## src/rtl/riscv_types.sv

```systemverilog
// Shared core types: priority-mux select, execution-unit index order,
// arbiter FSM state and the unit-index to mux-select mapping.
package riscv_types;

    localparam int NUM_UNITS_C       = 9;
    localparam int AGE_W_DEFAULT     = 4;
    localparam int AGE_LIMIT_DEFAULT = 8;

    typedef enum logic [3:0] {
        DEFAULT_unit  = 4'd0,
        ALU_unit      = 4'd1,
        FP_unit       = 4'd2,
        MUL_unit      = 4'd3,
        DIV_unit      = 4'd4,
        FADD_SUB_unit = 4'd5,
        FMUL_unit     = 4'd6,
        R4_unit       = 4'd7,
        FSQRT_unit    = 4'd8,
        FDIV_unit     = 4'd9
    } priority_t;

    // Bit position in the unit vectors; bit 0 is the highest priority.
    typedef enum logic [3:0] {
        IDX_FDIV     = 4'd0,
        IDX_FSQRT    = 4'd1,
        IDX_R4       = 4'd2,
        IDX_FMUL     = 4'd3,
        IDX_FADD_SUB = 4'd4,
        IDX_DIV      = 4'd5,
        IDX_MUL      = 4'd6,
        IDX_FP       = 4'd7,
        IDX_ALU      = 4'd8
    } unit_idx_e;

    typedef enum logic {
        PC_IDLE   = 1'b0,
        PC_LOCKED = 1'b1
    } pc_state_e;

    function automatic priority_t unit_to_prio(input unit_idx_e idx);
        priority_t p;
        case (idx)
            IDX_FDIV:     p = FDIV_unit;
            IDX_FSQRT:    p = FSQRT_unit;
            IDX_R4:       p = R4_unit;
            IDX_FMUL:     p = FMUL_unit;
            IDX_FADD_SUB: p = FADD_SUB_unit;
            IDX_DIV:      p = DIV_unit;
            IDX_MUL:      p = MUL_unit;
            IDX_FP:       p = FP_unit;
            IDX_ALU:      p = ALU_unit;
            default:      p = DEFAULT_unit;
        endcase
        return p;
    endfunction

endpackage

```

## src/rtl/prio_age_counter.sv

```systemverilog
// Saturating wait counter for one arbitrated unit.
// Ports: clk, reset_n (async low), clr_i, inc_i, starved_o (count >= AGE_LIMIT).
module prio_age_counter
    import riscv_types::*;
#(
    parameter int AGE_W     = AGE_W_DEFAULT,
    parameter int AGE_LIMIT = AGE_LIMIT_DEFAULT
) (
    input  logic clk,
    input  logic reset_n,
    input  logic clr_i,
    input  logic inc_i,
    output logic starved_o
);

    localparam logic [AGE_W-1:0] SAT_C   = '1;
    localparam logic [AGE_W-1:0] LIMIT_C = AGE_W'(AGE_LIMIT);

    logic [AGE_W-1:0] cnt_q;
    logic [AGE_W-1:0] cnt_d;

    always_comb begin
        cnt_d = cnt_q;
        if (clr_i) begin
            cnt_d = '0;
        end else if (inc_i && (cnt_q != SAT_C)) begin
            cnt_d = cnt_q + 1'b1;
        end
    end

    always_ff @(posedge clk or negedge reset_n) begin
        if (!reset_n) begin
            cnt_q <= '0;
        end else begin
            cnt_q <= cnt_d;
        end
    end

    assign starved_o = (cnt_q >= LIMIT_C);

endmodule

```

## src/rtl/priority_controller.sv

```systemverilog
// Execute-stage result arbiter: picks one of nine units for the priority mux,
// stalls the rest and holds the grant stable under writeback back-pressure.
// Ports: clk, reset_n (async low), unit_valid_i, wb_stall_i, flush_i,
//        p_sel_o, grant_valid_o, unit_stall_o.
// Build option: define PRIORITY_AGING_EN to add per-unit starvation aging.
module priority_controller
    import riscv_types::*;
#(
    parameter int NUM_UNITS = NUM_UNITS_C,
    parameter int AGE_W     = AGE_W_DEFAULT,
    parameter int AGE_LIMIT = AGE_LIMIT_DEFAULT
) (
    input  logic                 clk,
    input  logic                 reset_n,
    input  logic [NUM_UNITS-1:0] unit_valid_i,
    input  logic                 wb_stall_i,
    input  logic                 flush_i,
    output priority_t            p_sel_o,
    output logic                 grant_valid_o,
    output logic [NUM_UNITS-1:0] unit_stall_o
);

    if (AGE_LIMIT >= (1 << AGE_W)) begin : g_bad_age_cfg
        $error("AGE_LIMIT must be below 2**AGE_W");
    end

    pc_state_e state_q, state_d;
    unit_idx_e lock_q, lock_d;

    logic [NUM_UNITS-1:0] starved;
    logic [NUM_UNITS-1:0] pick_vec;
    logic [NUM_UNITS-1:0] granted;
    unit_idx_e            cand_idx;
    unit_idx_e            sel_idx;
    logic                 cand_valid;
    logic                 lock_hold;
    logic                 sel_valid;
    logic                 grant;

`ifdef PRIORITY_AGING_EN
    logic [NUM_UNITS-1:0] age_starved;
    logic [NUM_UNITS-1:0] age_inc;
    logic [NUM_UNITS-1:0] age_clr;

    // No aging while back-pressured: nobody loses a slot that cycle.
    assign age_inc = unit_valid_i & ~granted
                   & {NUM_UNITS{~wb_stall_i & ~flush_i}};
    assign age_clr = granted | {NUM_UNITS{flush_i}};

    for (genvar n = 0; n < NUM_UNITS; n++) begin : g_age
        prio_age_counter #(
            .AGE_W     (AGE_W),
            .AGE_LIMIT (AGE_LIMIT)
        ) u_cnt (
            .clk       (clk),
            .reset_n   (reset_n),
            .clr_i     (age_clr[n]),
            .inc_i     (age_inc[n]),
            .starved_o (age_starved[n])
        );
    end

    // A stale count on an idle unit must not win the override.
    assign starved = age_starved & unit_valid_i;
`else
    assign starved = '0;
`endif

    // Lowest set index wins, so scan downward and let later hits overwrite.
    always_comb begin
        pick_vec   = (|starved) ? starved : unit_valid_i;
        cand_valid = |unit_valid_i;
        cand_idx   = IDX_FDIV;
        for (int i = NUM_UNITS - 1; i >= 0; i--) begin
            if (pick_vec[i]) begin
                cand_idx = unit_idx_e'(i[3:0]);
            end
        end
    end

    assign lock_hold = (state_q == PC_LOCKED) && unit_valid_i[lock_q];

    always_ff @(posedge clk or negedge reset_n) begin
        if (!reset_n) begin
            state_q <= PC_IDLE;
            lock_q  <= IDX_FDIV;
        end else begin
            state_q <= state_d;
            lock_q  <= lock_d;
        end
    end

    always_comb begin
        state_d = state_q;
        lock_d  = lock_q;
        if (flush_i) begin
            state_d = PC_IDLE;
            lock_d  = IDX_FDIV;
        end else begin
            unique case (state_q)
                PC_IDLE: begin
                    if (cand_valid && wb_stall_i) begin
                        state_d = PC_LOCKED;
                        lock_d  = cand_idx;
                    end
                end
                PC_LOCKED: begin
                    // Leave on accept, or when the locked unit vanished.
                    if (!lock_hold || !wb_stall_i) begin
                        state_d = PC_IDLE;
                    end
                end
                default: state_d = PC_IDLE;
            endcase
        end
    end

    always_comb begin
        sel_idx      = lock_hold ? lock_q : cand_idx;
        sel_valid    = lock_hold | cand_valid;
        p_sel_o      = DEFAULT_unit;
        grant        = 1'b0;
        granted      = '0;
        unit_stall_o = '0;
        if (reset_n && !flush_i) begin
            if (sel_valid) begin
                p_sel_o = unit_to_prio(sel_idx);
            end
            grant = sel_valid & ~wb_stall_i;
            if (grant) begin
                granted[sel_idx] = 1'b1;
            end
            unit_stall_o = unit_valid_i & ~granted;
        end
    end

    assign grant_valid_o = grant;

`ifndef SYNTHESIS
    always_ff @(posedge clk) begin
        if (reset_n && !flush_i && (state_q == PC_LOCKED)) begin
            assert (unit_valid_i[lock_q])
            else $error("locked unit dropped valid before grant");
        end
    end
`endif

endmodule

```

## config.mk

```make
export PLATFORM = sky130hd
export DESIGN_NAME = priority_controller
export DESIGN_NICKNAME = d
export VERILOG_FILES = /design/src/rtl/riscv_types.sv /design/src/rtl/prio_age_counter.sv /design/src/rtl/priority_controller.sv
export SDC_FILE = /design/constraint.sdc
export NUM_CORES = 1
export LEC_CHECK = 0
export ABC_AREA = 1
export CORE_MARGIN = 5
export CORE_UTILIZATION = 44
export DETAILED_ROUTE_END_ITERATION = 8
export PLACE_DENSITY = 0.84
export SLEW_MARGIN = 20
export SYNTH_ARGS = -nofsm -noshare
export SYNTH_HDL_FRONTEND = slang
export SYNTH_SLANG_ARGS = --single-unit
```

## constraint.sdc

```tcl
create_clock -name clk -period 2.3 [get_ports clk]
set_clock_uncertainty 0.1 [all_clocks]
set_input_delay 0.23 -clock clk [delete_from_list [all_inputs] [get_ports clk]]
set_output_delay 0.23 -clock clk [all_outputs]
set_load 0.05 [all_outputs]
```

==> impl_summary.log, run 1 <==
[metrics] synthesized-area fraction occupied by adder cells: 1.65%
[metrics] synthesized cell area: between 700 and 800 µm²
[metrics] type of pin the worst path ends at: top-level output
[metrics] Net Count, Synth: 146
[metrics] clock buffers created by TritonCTS: 3
[metrics] largest net degree at the start of global routing: 11
[metrics] count of unique library cells instantiated by Yosys: 21
[metrics] H-tree depth: 1
[metrics] main combinational cell family by area after synthesis: simple AND/OR/NAND/NOR gates
[metrics] fraction of the yosys area taken by sequential cells: 16.5%
[metrics] Longest Clk Path Bufs: 2
[metrics] # clock sinks: 5
[metrics] count of synthesis-stage warnings from yosys: 0
[metrics] cell count after synthesis: 132
[metrics] starting density of the core: 44.9%
[metrics] Synth top area share: between 10% and 20%
[metrics] count of hold-fix buffers inserted at cts: 0
[metrics] post-synthesis compound-gate area fraction: 11.6%
[metrics] fraction of the mapped netlist area in simple logic gates: roughly three fifths
[metrics] #FFs+latches synth: 5
[metrics] Synth area leaders: sky130_fd_sc_hd__nand2_1, sky130_fd_sc_hd__dfrtp_1, sky130_fd_sc_hd__nand3_1, sky130_fd_sc_hd__inv_1, sky130_fd_sc_hd__nor2_1
[metrics] number of primary I/O pins: 27
[metrics] y dimension of the die: 51.5 µm
[metrics] Port-buffer cells: 26
[metrics] result of the run: did not finish
[metrics] leading area contributor after synthesis: sky130_fd_sc_hd__nand2_1
[metrics] library cell used as clock root buffer: sky130_fd_sc_hd__clkbuf_4
[metrics] die width: between 50 and 60 µm
[metrics] placed instance count: 193
[metrics] final worst endpoint reported by repair_timing after global routing: unit_stall_o[7]
[metrics] XOR/XNOR share of the synthesized area: 0%
[metrics] std cell rows: 15
[metrics] run-stopping error: [ERROR DPL-0038] Utilization greater than 100%, impossible to legalize
[metrics] total cell area at the placement stage: 1330 µm²
[metrics] Post-DP HPWL: 2120 µm
[metrics] last stage the flow got to: 5_1_grt
[metrics] mean area per synthesized cell: approximately 5.7 µm²
[metrics] multiplexer area fraction after synthesis: 0%
[metrics] final weighted congestion in routability-driven placement: 0.851
synthesized netlist by cell type:
master,number
sky130_fd_sc_hd__nand2_1,40
sky130_fd_sc_hd__inv_1,21
sky130_fd_sc_hd__nand3_1,16
sky130_fd_sc_hd__nor2_1,14
sky130_fd_sc_hd__a21oi_1,8
sky130_fd_sc_hd__nand2_2,6
sky130_fd_sc_hd__dfrtp_1,5
sky130_fd_sc_hd__nand2_4,3
sky130_fd_sc_hd__o22ai_1,3
sky130_fd_sc_hd__nand3_2,2
sky130_fd_sc_hd__nand4_1,2
sky130_fd_sc_hd__nor2_4,2
sky130_fd_sc_hd__nor3_1,2
sky130_fd_sc_hd__a21oi_4,1
sky130_fd_sc_hd__clkinv_1,1
sky130_fd_sc_hd__ha_1,1
sky130_fd_sc_hd__inv_2,1
sky130_fd_sc_hd__nand3_4,1
sky130_fd_sc_hd__nor3_2,1
sky130_fd_sc_hd__o21ai_1,1
sky130_fd_sc_hd__o31ai_1,1
cells by family after synthesis:
logic type | after synthesis
AO/OA/AOI/OAI | 14
adder cells (fa/ha/maj) | 1
buffers and inverters | 23
flip-flops | 5
AND/OR/NAND/NOR | 89
timing repair:
action / in CTS
setup endpoints to repair: 13
setup buffers: 6
hold endpoints to repair: 0
gates resized for setup: 27
pin swaps: 9
stage by stage:
step / setup slack (ns) / util, % / hold WS (ns)
3_3_place_gp: -0.0820 / 78.4 / 0.431
3_5_place_dp: -0.154 / 78.4 / 0.450
2_1_floorplan: -0.0306 / - / -0.166
4_1_cts: -0.108 / 87.9 / 0.188
==> run 2, diff against run 1 <==
--- a/config.mk
+++ b/config.mk
@@ -6,10 +6,10 @@
 export NUM_CORES = 1
 export LEC_CHECK = 0
 export ABC_AREA = 1
-export CORE_MARGIN = 5
-export CORE_UTILIZATION = 44
+export CORE_AREA = 5 5 66 68
 export DETAILED_ROUTE_END_ITERATION = 8
-export PLACE_DENSITY = 0.84
+export DIE_AREA = 0 0 71 73
+export PLACE_DENSITY_LB_ADDON = 0.15
 export SLEW_MARGIN = 20
 export SYNTH_ARGS = -nofsm -noshare
 export SYNTH_HDL_FRONTEND = slang
==> impl_summary.log, run 2 <==
[metrics] via-per-instance ratio: 4.32
[metrics] internal reg-to-reg setup slack: 0.63 ns
[metrics] top achievable clock speed: 417 MHz
[metrics] CP startpoint: unit_valid_i[5]
[metrics] total cell area at the placement stage: 1430 µm²
[metrics] Worst Reg-to-Reg Cells: 9
[metrics] smallest setup slack after layout: -0.0976 ns
[metrics] H-tree depth: 1
[metrics] total congestion overflow after global routing: 0
[metrics] clock latency reported for the late side of the worst-skew pair: between 0.2 and 0.25 ns
[metrics] Final Critical Period: 2.40 ns
[metrics] clock buffers created by TritonCTS: 3
[metrics] Hold Crit Class: in -> async
[metrics] detailed-route DRC error count: 0
[metrics] TritonCTS clock tree: built
[metrics] die outline area: just over 5000 µm²
[metrics] antenna violation net count after detailed routing: 0
[metrics] number of flip-flops under the largest register name: 4
[metrics] final wirelength: between 2000 and 3000 µm
[metrics] final net count: 213
[metrics] synthesized cell area: 758 µm²
[metrics] # clock sinks: 5
[metrics] Post-synth EDFFs: 0
[metrics] final clock period utilization by the worst path: 104%
[metrics] starting density of the core: between 10% and 20%
[metrics] Pwr Density: 331 nW/µm²
[metrics] total area of sequential cells: 129 µm²
[metrics] number of iterations in the first detailed-routing pass: 4
[metrics] result of the run: complete, but fails checks
[metrics] via count of the first global-routing pass: 1108
[metrics] class of the most critical setup path: in -> out
[metrics] y dimension of the die: 73 µm
[metrics] Net Count, Synth: 146
[metrics] startpoint class of the critical path: input port
[metrics] fraction of the yosys area taken by sequential cells: 16.5%
[metrics] global-route wire length before repair: 4840 µm
[metrics] diode count: 0
[metrics] count of filler cells inserted in the layout: a little over 400
[metrics] most used cells in the layout excluding fill and tap cells: sky130_fd_sc_hd__nand2_1, sky130_fd_sc_hd__buf_4, sky130_fd_sc_hd__inv_1
[metrics] worst relative slew slack: around 76%
[metrics] Synth top area share: 19.8%
[metrics] final weighted congestion in routability-driven placement: 0.760
[metrics] count of unique library cells instantiated by Yosys: 21
[metrics] std cell rows: 23
[metrics] final count of negative-setup-slack endpoints: 11
[metrics] fraction of final layout cells sized beyond drive strength 1: 51.5%
[metrics] most repeated cell in the gate-level netlist after synthesis: sky130_fd_sc_hd__nand2_1
[metrics] share of flip-flops with an asynchronous set or reset after synthesis: 100%
[metrics] top post-synthesis cells by count: sky130_fd_sc_hd__nand2_1, sky130_fd_sc_hd__inv_1, sky130_fd_sc_hd__nand3_1, sky130_fd_sc_hd__nor2_1, sky130_fd_sc_hd__a21oi_1
[metrics] data arrival time at the worst-slack endpoint: 2.07 ns
[metrics] First DRT Iteration DRCs: 36
[metrics] Biggest register: lock_q
[metrics] Tightest Pin Transition: 0.361 ns
[metrics] Place WS: -0.114 ns
[metrics] leading area contributor after synthesis: sky130_fd_sc_hd__nand2_1
[metrics] vias after detailed routing: around 1100
[metrics] Post-DP HPWL: 2260 µm
[metrics] count of hold-fix buffers inserted at cts: 0
[metrics] start of the worst register-to-register path: lock_q[0]$_DFFE_PN0P_
[metrics] final-report hold violation count: 0
[metrics] Largest regs: lock_q x4, state_q x1
[metrics] peak ir drop on the vdd network: 0.261 mV
[metrics] wire length per cell after detailed routing: 11.8 µm
[metrics] element type at the critical path end: output port
[metrics] largest net degree at the start of global routing: 11
[metrics] count of synthesis-stage warnings from yosys: 0
[metrics] GRT Util Overall: 11.7%
[metrics] max capacitance violation total: 0
[metrics] static leakage: 0.812 nW
[metrics] antenna violations before repair: 0
[metrics] clock-pin slew reported for the worst setup and hold paths after clock tree synthesis: around 0.04 ns
[metrics] unrepaired setup endpoints after global routing: true
[metrics] largest driver fanout on the critical path: 5
[metrics] area growth from synthesis to layout: 127%
[metrics] number of primary I/O pins: 27
[metrics] Final Cell Area: between 1500 and 2000 µm²
[metrics] FF-to-FF End: state_q$_DFF_PN0_
[metrics] Longest Clk Path Bufs: 2
[metrics] Port-buffer cells: 26
[metrics] cell count after synthesis: 132
[metrics] violated checks: negative setup slack
[metrics] Critical Path RT: just under 2 ns
[metrics] area of the core region: ~3800 µm²
[metrics] #FFs+latches synth: 5
[metrics] Synth area leaders: sky130_fd_sc_hd__nand2_1, sky130_fd_sc_hd__dfrtp_1, sky130_fd_sc_hd__nand3_1, sky130_fd_sc_hd__inv_1, sky130_fd_sc_hd__nor2_1
[metrics] footprint of the multi-input gates: 708 µm²
[metrics] most used flip-flop cell after synthesis: sky130_fd_sc_hd__dfrtp_1
[metrics] die width: 71 µm
[metrics] library cell used as clock root buffer: sky130_fd_sc_hd__clkbuf_8
[metrics] mean area per synthesized cell: 5.74 µm²
[metrics] Final Slew Violations: 0
[run 2: cell counts after synthesis]
Identical to the previous run, type by type.
[run 2: area by class of cell]
cell class | instances | area share, %
Sequential cell | 5 | 7.50
Inverter | 23 | 5.17
Multi-Input combinational cell | 104 | 41.2
Tap cell | 50 | 3.64
Clock buffer | 4 | 2.62
Timing Repair Buffer | 62 | 39.8
[run 2: worst max-delay path, stage by stage]
cell	delay (ns)
sky130_fd_sc_hd__clkdlybuf4s50_1	0.52
sky130_fd_sc_hd__nand2_1	0.08
sky130_fd_sc_hd__nand3_2	0.08
sky130_fd_sc_hd__nand2_2	0.07
sky130_fd_sc_hd__a21oi_4	0.17
sky130_fd_sc_hd__nand2_4	0.10
sky130_fd_sc_hd__buf_6	0.13
sky130_fd_sc_hd__nand2_4	0.06
sky130_fd_sc_hd__nand3_4	0.09
sky130_fd_sc_hd__nor2_4	0.25
sky130_fd_sc_hd__a21oi_2	0.11
sky130_fd_sc_hd__buf_12	0.15
[run 2: stage by stage]
step | util [%] | std cells | power (mW) | TNS, ns | hold WS (ns)
finish | 45.2 | 248 | 0.568 | -0.573 | 0.202
floorplan | - | 132 | 0.224 | -0.238 | -0.166
detailed placement | 37.5 | 234 | 0.357 | -0.873 | 0.435
global route | 45.2 | 248 | 0.605 | -1.91 | 0.229
global placement | 37.5 | 234 | 0.356 | -0.686 | 0.431
CTS | 40.5 | 242 | 0.548 | -0.475 | 0.200
[run 2: report_power, final]
part | internal, mW | switching, mW
Clock | 0.119 | 0.0479
Sequential | 0.0919 | 0.00418
Combinational | 0.139 | 0.166
[run 2: cell families (layout without fill, tap and decap cells)]
kind of cell,Yosys count,count (layout),share of synthesized area [%]
flip-flops,5,5,16.5
buffers and inverters,23,89,11.4
AO/OA/AOI/OAI,14,14,11.6
adder cells (fa/ha/maj),1,1,1.65
AND/OR/NAND/NOR,89,89,58.9
[run 2: how the worst max path moves through the flow]
stage,to,slack [ns],cells after the start
final,unit_stall_o[5],-0.1,12
after global routing,unit_stall_o[5],-0.22,12
after CTS,unit_stall_o[3],-0.07,12
after detailed placement,unit_stall_o[6],-0.11,11
after global placement,unit_stall_o[2],-0.09,11
after floorplan,unit_stall_o[0],-0.03,9
[run 2: repair_timing]
item | 4_1_cts | 5_1_grt
setup endpoints to repair | 12 | 12
setup buffers | 4 | 6
pin swaps | 6 | 14
gates resized for setup | 20 | 27
[run 2: per-layer routing]
layer	up-vias	global-route usage, %	share of wire (%)
met2	26	20.9	51
met5	-	0	0
met3	2	2.20	4.0
li1	555	-	-
met4	0	3.13	0.48
met1	488	14.3	44
Note: power is estimated with default switching activity, not from simulation.
==> run 3, diff against run 2 <==
==> constraint.sdc (replaced) <==
create_clock -name clk -period 2 [get_ports clk]
set_clock_uncertainty 0.1 [all_clocks]
set_input_delay 0.2 -clock clk [delete_from_list [all_inputs] [get_ports clk]]
set_output_delay 0.2 -clock clk [all_outputs]
set_load 0.05 [all_outputs]
==> impl_summary.log, run 3 (same netlist as run 2, synthesis figures left out) <==
[metrics] leading cell type in the layout, fill and taps excluded: sky130_fd_sc_hd__buf_4
[metrics] y dimension of the die: about 73 µm
[metrics] area growth from synthesis to layout: 120%
[metrics] GRT Util Overall: a little over a tenth
[metrics] number of iterations in the first detailed-routing pass: 4
[metrics] TritonCTS clock tree: built
[metrics] Port-buffer cells: 26
[metrics] number of flip-flops under the largest register name: 4
[metrics] most used cells in the layout excluding fill and tap cells: sky130_fd_sc_hd__buf_4, sky130_fd_sc_hd__nand2_1, sky130_fd_sc_hd__inv_1
[metrics] Largest regs: lock_q x4, state_q x1
[metrics] global-route wire length before repair: 4740 µm
[metrics] area of the core region: 3800 µm²
[metrics] start of the worst register-to-register path: lock_q[0]$_DFFE_PN0P_
[metrics] Critical Path RT: 1.70 ns
[metrics] violated checks: negative setup slack
[metrics] result of the run: complete, but fails checks
[metrics] detailed-route DRC error count: 0
[metrics] clock-pin slew reported for the worst setup and hold paths after clock tree synthesis: 0.03 ns
[metrics] unrepaired setup endpoints after global routing: true
[metrics] # clock sinks: 5
[metrics] max capacitance violation total: 0
[metrics] count of hold-fix buffers inserted at cts: 0
[metrics] via-per-instance ratio: 4.16
[metrics] element type at the critical path end: output port
[metrics] final weighted congestion in routability-driven placement: ~0.89
[metrics] Final Critical Period: 2.34 ns
[metrics] fraction of final layout cells sized beyond drive strength 1: a little under half
[metrics] std cell rows: 23
[metrics] startpoint class of the critical path: flop
[metrics] delay of the slowest cell on the worst path: 0.44 ns
[metrics] Biggest register: lock_q
[metrics] worst relative slew slack: between 70% and 80%
[metrics] Post-DP HPWL: 2430 µm
[metrics] Tightest Pin Transition: roughly 0.33 ns
[metrics] final-layout setup total negative slack: -3.81 ns
[metrics] Hold Crit Class: in -> async
[metrics] Pwr Density: 387 nW/µm²
[metrics] die outline area: 5180 µm²
[metrics] class of the most critical setup path: reg -> out
[metrics] crit path cell chain: inv_4, nand3_2, nand2_1, nand2_2, a21oi_4, buf_4, buf_4, nand3_2, nand3_4, nor2_4, a21oi_4, buf_6
[metrics] final-report hold violation count: 0
[metrics] Hold Slack: 0.170 ns
[metrics] Longest Clk Path Bufs: 2
[metrics] top achievable clock speed: 427 MHz
[metrics] largest driver fanout on the critical path: 6
[metrics] Final Cell Area: 1670 µm²
[metrics] Final Slew Violations: 0
[metrics] final net count: 215
[metrics] vias after detailed routing: 1041
[metrics] final wirelength: 2700 µm
[metrics] total congestion overflow after global routing: 0
[metrics] antenna violations before repair: 0
[metrics] final clock period utilization by the worst path: 117%
[metrics] highest-delay cell along the critical path: sky130_fd_sc_hd__dfrtp_2
[metrics] die width: 71 µm
[metrics] final count of negative-setup-slack endpoints: 13
[metrics] clock buffers created by TritonCTS: 3
[metrics] largest net degree at the start of global routing: 10
[metrics] total cell area at the placement stage: 1510 µm²
[metrics] H-tree depth: 1
[metrics] clock latency reported for the late side of the worst-skew pair: 0.22 ns
[metrics] starting density of the core: 20.0%
[metrics] static leakage: 0.797 nW
[metrics] First DRT Iteration DRCs: 16
[metrics] wire length per cell after detailed routing: 10.8 µm
[metrics] antenna violation net count after detailed routing: 0
[metrics] diode count: 0
[metrics] library cell used as clock root buffer: sky130_fd_sc_hd__clkbuf_8
[metrics] number of primary I/O pins: 27
[metrics] data arrival time at the worst-slack endpoint: around 2 ns
[metrics] CP startpoint: lock_q[0]$_DFFE_PN0P_
[metrics] via count of the first global-routing pass: 1113
[metrics] peak ir drop on the vdd network: 0.315 mV
[metrics] smallest setup slack after layout: -0.342 ns
-- run 3: routing by layer --
metal  wire (µm)  GRT usage, %  up-vias
met5           0             0        -
met4          15          2.71        0
met3          79         0.826        2
met2        1410          21.3       14
met1        1190          13.0      466
li1            -             -      559
-- run 3: worst paths after layout --
check,end,slack [ns],cells after the start
max,unit_stall_o[3],-0.34,12
min,state_q$_DFF_PN0_,0.17,2
max reg2reg,state_q$_DFF_PN0_,0.21,9
min reg2reg,lock_q[3]$_DFFE_PN0P_,0.53,2
max in group asynchronous,lock_q[0]$_DFFE_PN0P_,1.51,2
min in group clk,state_q$_DFF_PN0_,0.50,2
-- run 3: metrics by stage --
step	worst slack [ns]	instances	total power, mW	util [%]
global placement	-0.351	243	0.439	39.9
detailed placement	-0.416	243	0.439	39.9
finish	-0.342	250	0.646	44.0
global route	-0.450	250	0.688	44.0
floorplan	-0.115	132	0.292	-
CTS	-0.384	250	0.657	43.7
-- run 3: final cells by class --
class                      instances  area [µm²]
fill                             394        2130
multi-input combinational        104         726
timing repair buffer              64         622
sequential                         5         126
inverter                          23        88.8
tap                               50        62.6
clock buffer                       4        45.0
-- run 3: report_power, final --
| group | internal [mW] | switching, mW |
|---|---|---|
| Combinational | 0.159 | 0.194 |
| Clock | 0.137 | 0.0465 |
| Sequential | 0.106 | 0.00421 |
-- run 3: critical path, delay by kind of cell, from the launching register on --
family,cells,cell delay [ns]
buffers and inverters,4,0.53
AND/OR/NAND/NOR,6,0.49
AO/OA/AOI/OAI,2,0.36
flip-flops,1,0.44
-- run 3: repair_timing --
action                                 in CTS  in global routing
pin swaps                                  12                 10
setup buffers                               3                  1
endpoints found under the hold margin       0                  0
gates resized for setup                    22                  4
setup endpoints to repair                  13                 18
==> RTL edit, RTL diff (settings of run 2) <==
Change the package constant `NUM_UNITS_C` from 9 to 11.
--- a/src/rtl/riscv_types.sv
+++ b/src/rtl/riscv_types.sv
@@ -4,3 +4,3 @@
 
-    localparam int NUM_UNITS_C       = 9;
+    localparam int NUM_UNITS_C       = 11;
     localparam int AGE_W_DEFAULT     = 4;
Ports: changed (resized unit_stall_o and unit_valid_i); port bits go from 27 to 31. The function was not compared with the original's and may differ.
==> RTL edit against run 2 <==
The run still ends with setup timing left. Final cell count up 13%. Wire length increased by 31%. Synthesized area increased by 25%. Critical endpoint is now unit_stall_o[4]. Sequential cell count unchanged. Total power is 21% higher. Maximum frequency is 0.53% lower. Critical path type is now flip-flop to primary output. Global-route usage increased by 2.7 points. Clock power is 5% lower. Critical path depth rose by 3. Highest routed layer unchanged. Worst setup slack got worse by 13 ps. Final area grew 24%.
==> RTL edit: results (changes against run 2) <==
Outcome
  – Status: finished, violations left
  – Violated checks: setup timing

Global routing
  – Number of global-route vias before repair: 1329 (+20%)
  – Largest net degree at the start of global routing: 12 (+1)
  – Overall track demand over capacity in global routing: 0.1440 (+0.02721)

Cells and area
  – Cell area after layout: 2131 um2 (+24%)

Timing
  – Setup TNS: -1026 ps (-453.2 ps)
  – Setup Viol. Count Final: 14 (+3)
  – Final setup slack of the worst path: -110.5 ps (-12.89 ps)

Placement
  – Instance area after placement: 1700 um2 (+19%)
  – Worst Setup Slack post-DPL: -188.5 ps (-74.74 ps)
  – I/O Buffers: 30 (+15%)
  – Cells after DPL: 264 (+13%)

Critical path
  – Worst-case register-to-register setup slack: 500 ps (-130 ps)
  – Critical path endpoint: unit_stall_o[4]
  – Maximum fanout count along the critical path: 7 (+2)
  – Critical path launch point type: flip-flop
  – Critical-path top delay cell: dfrtp_1
  – Reg2reg path depth: 11 (+2)

Synth
  – Main area contributors after synthesis: nand2_1, dfrtp_1, inv_1
  – Sequential-to-total area share from yosys stat: 0.1318 (-0.03326)
  – Top cell types by occurrence after synthesis: nand2_1, inv_1, nor2_1
  – Syn nets: 172 (+18%)

Detailed routing
  – Average via count per standard cell: 4.523 (+4.7%)
  – Detailed Route WL: 3811 um (+31%)
  – Average detailed-routed wire length per instance: 13.66 um (+16%)

Power
  – Total net switching power: 0.2837 mW (+30%)
-- RTL edit: kinds of logic (layout without fill, tap and decap cells) --
group	after synthesis	count (layout)
adder cells (fa/ha/maj)	1	1
buffers and inverters	27	100
flip-flops	5	5
AO/OA/AOI/OAI	15	15
AND/OR/NAND/NOR	108	108
-- RTL edit: metrics by stage --
stage	total power [mW]	util
2_1_floorplan	0.2817	-
3_3_place_gp	0.4340	0.4476
3_5_place_dp	0.4373	0.4476
4_1_cts	0.6566	0.5217
5_1_grt	0.7249	0.5609
6_report	0.6873	0.5609
-- RTL edit: worst min-delay path by stage --
stage | from | end | slack (ps) | cells after the start
after floorplan | reset_n | lock_q[0] | -170 | 0
after global placement | reset_n | state_q | 440 | 2
after detailed placement | reset_n | lock_q[3] | 430 | 2
after CTS | reset_n | lock_q[3] | 200 | 2
after global routing | reset_n | lock_q[3] | 240 | 2
final | reset_n | lock_q[3] | 200 | 2
-- RTL edit: cell type report --
class                           count  area (um2)
Multi-Input combinational cell    124        1010
Clock buffer                        4       45.04
Inverter                           25       93.84
Tap cell                           50       62.56
Fill cell                         350        1668
Sequential cell                     5       125.1
Timing Repair Buffer               71       794.5
-- RTL edit: timing repair --
item,CTS,global route
gates resized for setup,46,29
setup buffers,6,5
endpoints found under the setup margin,16,16
hold buffers,0,0
pin swaps,19,26
-- RTL edit: critical path, delay by kind of cell (launching register included) --
| kind | cells | cell delay (ps) |
|---|---|---|
| DFF | 1 | 410 |
| buffers and inverters | 4 | 490 |
| and+or+nand+nor | 11 | 970 |
-- RTL edit: power groups by stage --
stage | registers [mW] | logic (mW) | clock network (mW)
after floorplan | 0.0953 | 0.186 | 0
after global placement | 0.0997 | 0.334 | 0
after detailed placement | 0.0999 | 0.337 | 0
after CTS | 0.0987 | 0.394 | 0.164
after global routing | 0.0999 | 0.459 | 0.166
final | 0.0993 | 0.430 | 0.158
-- RTL edit: layer usage --
metal	vias to the layer above	share of wire	routed length, um	track usage
met4	0	0.016	61	0.05846
met1	592	0.39	1498	0.1650
met5	-	0	0	0
met2	27	0.56	2121	0.2698
li1	639	-	-	-
met3	4	0.034	131	0.01653
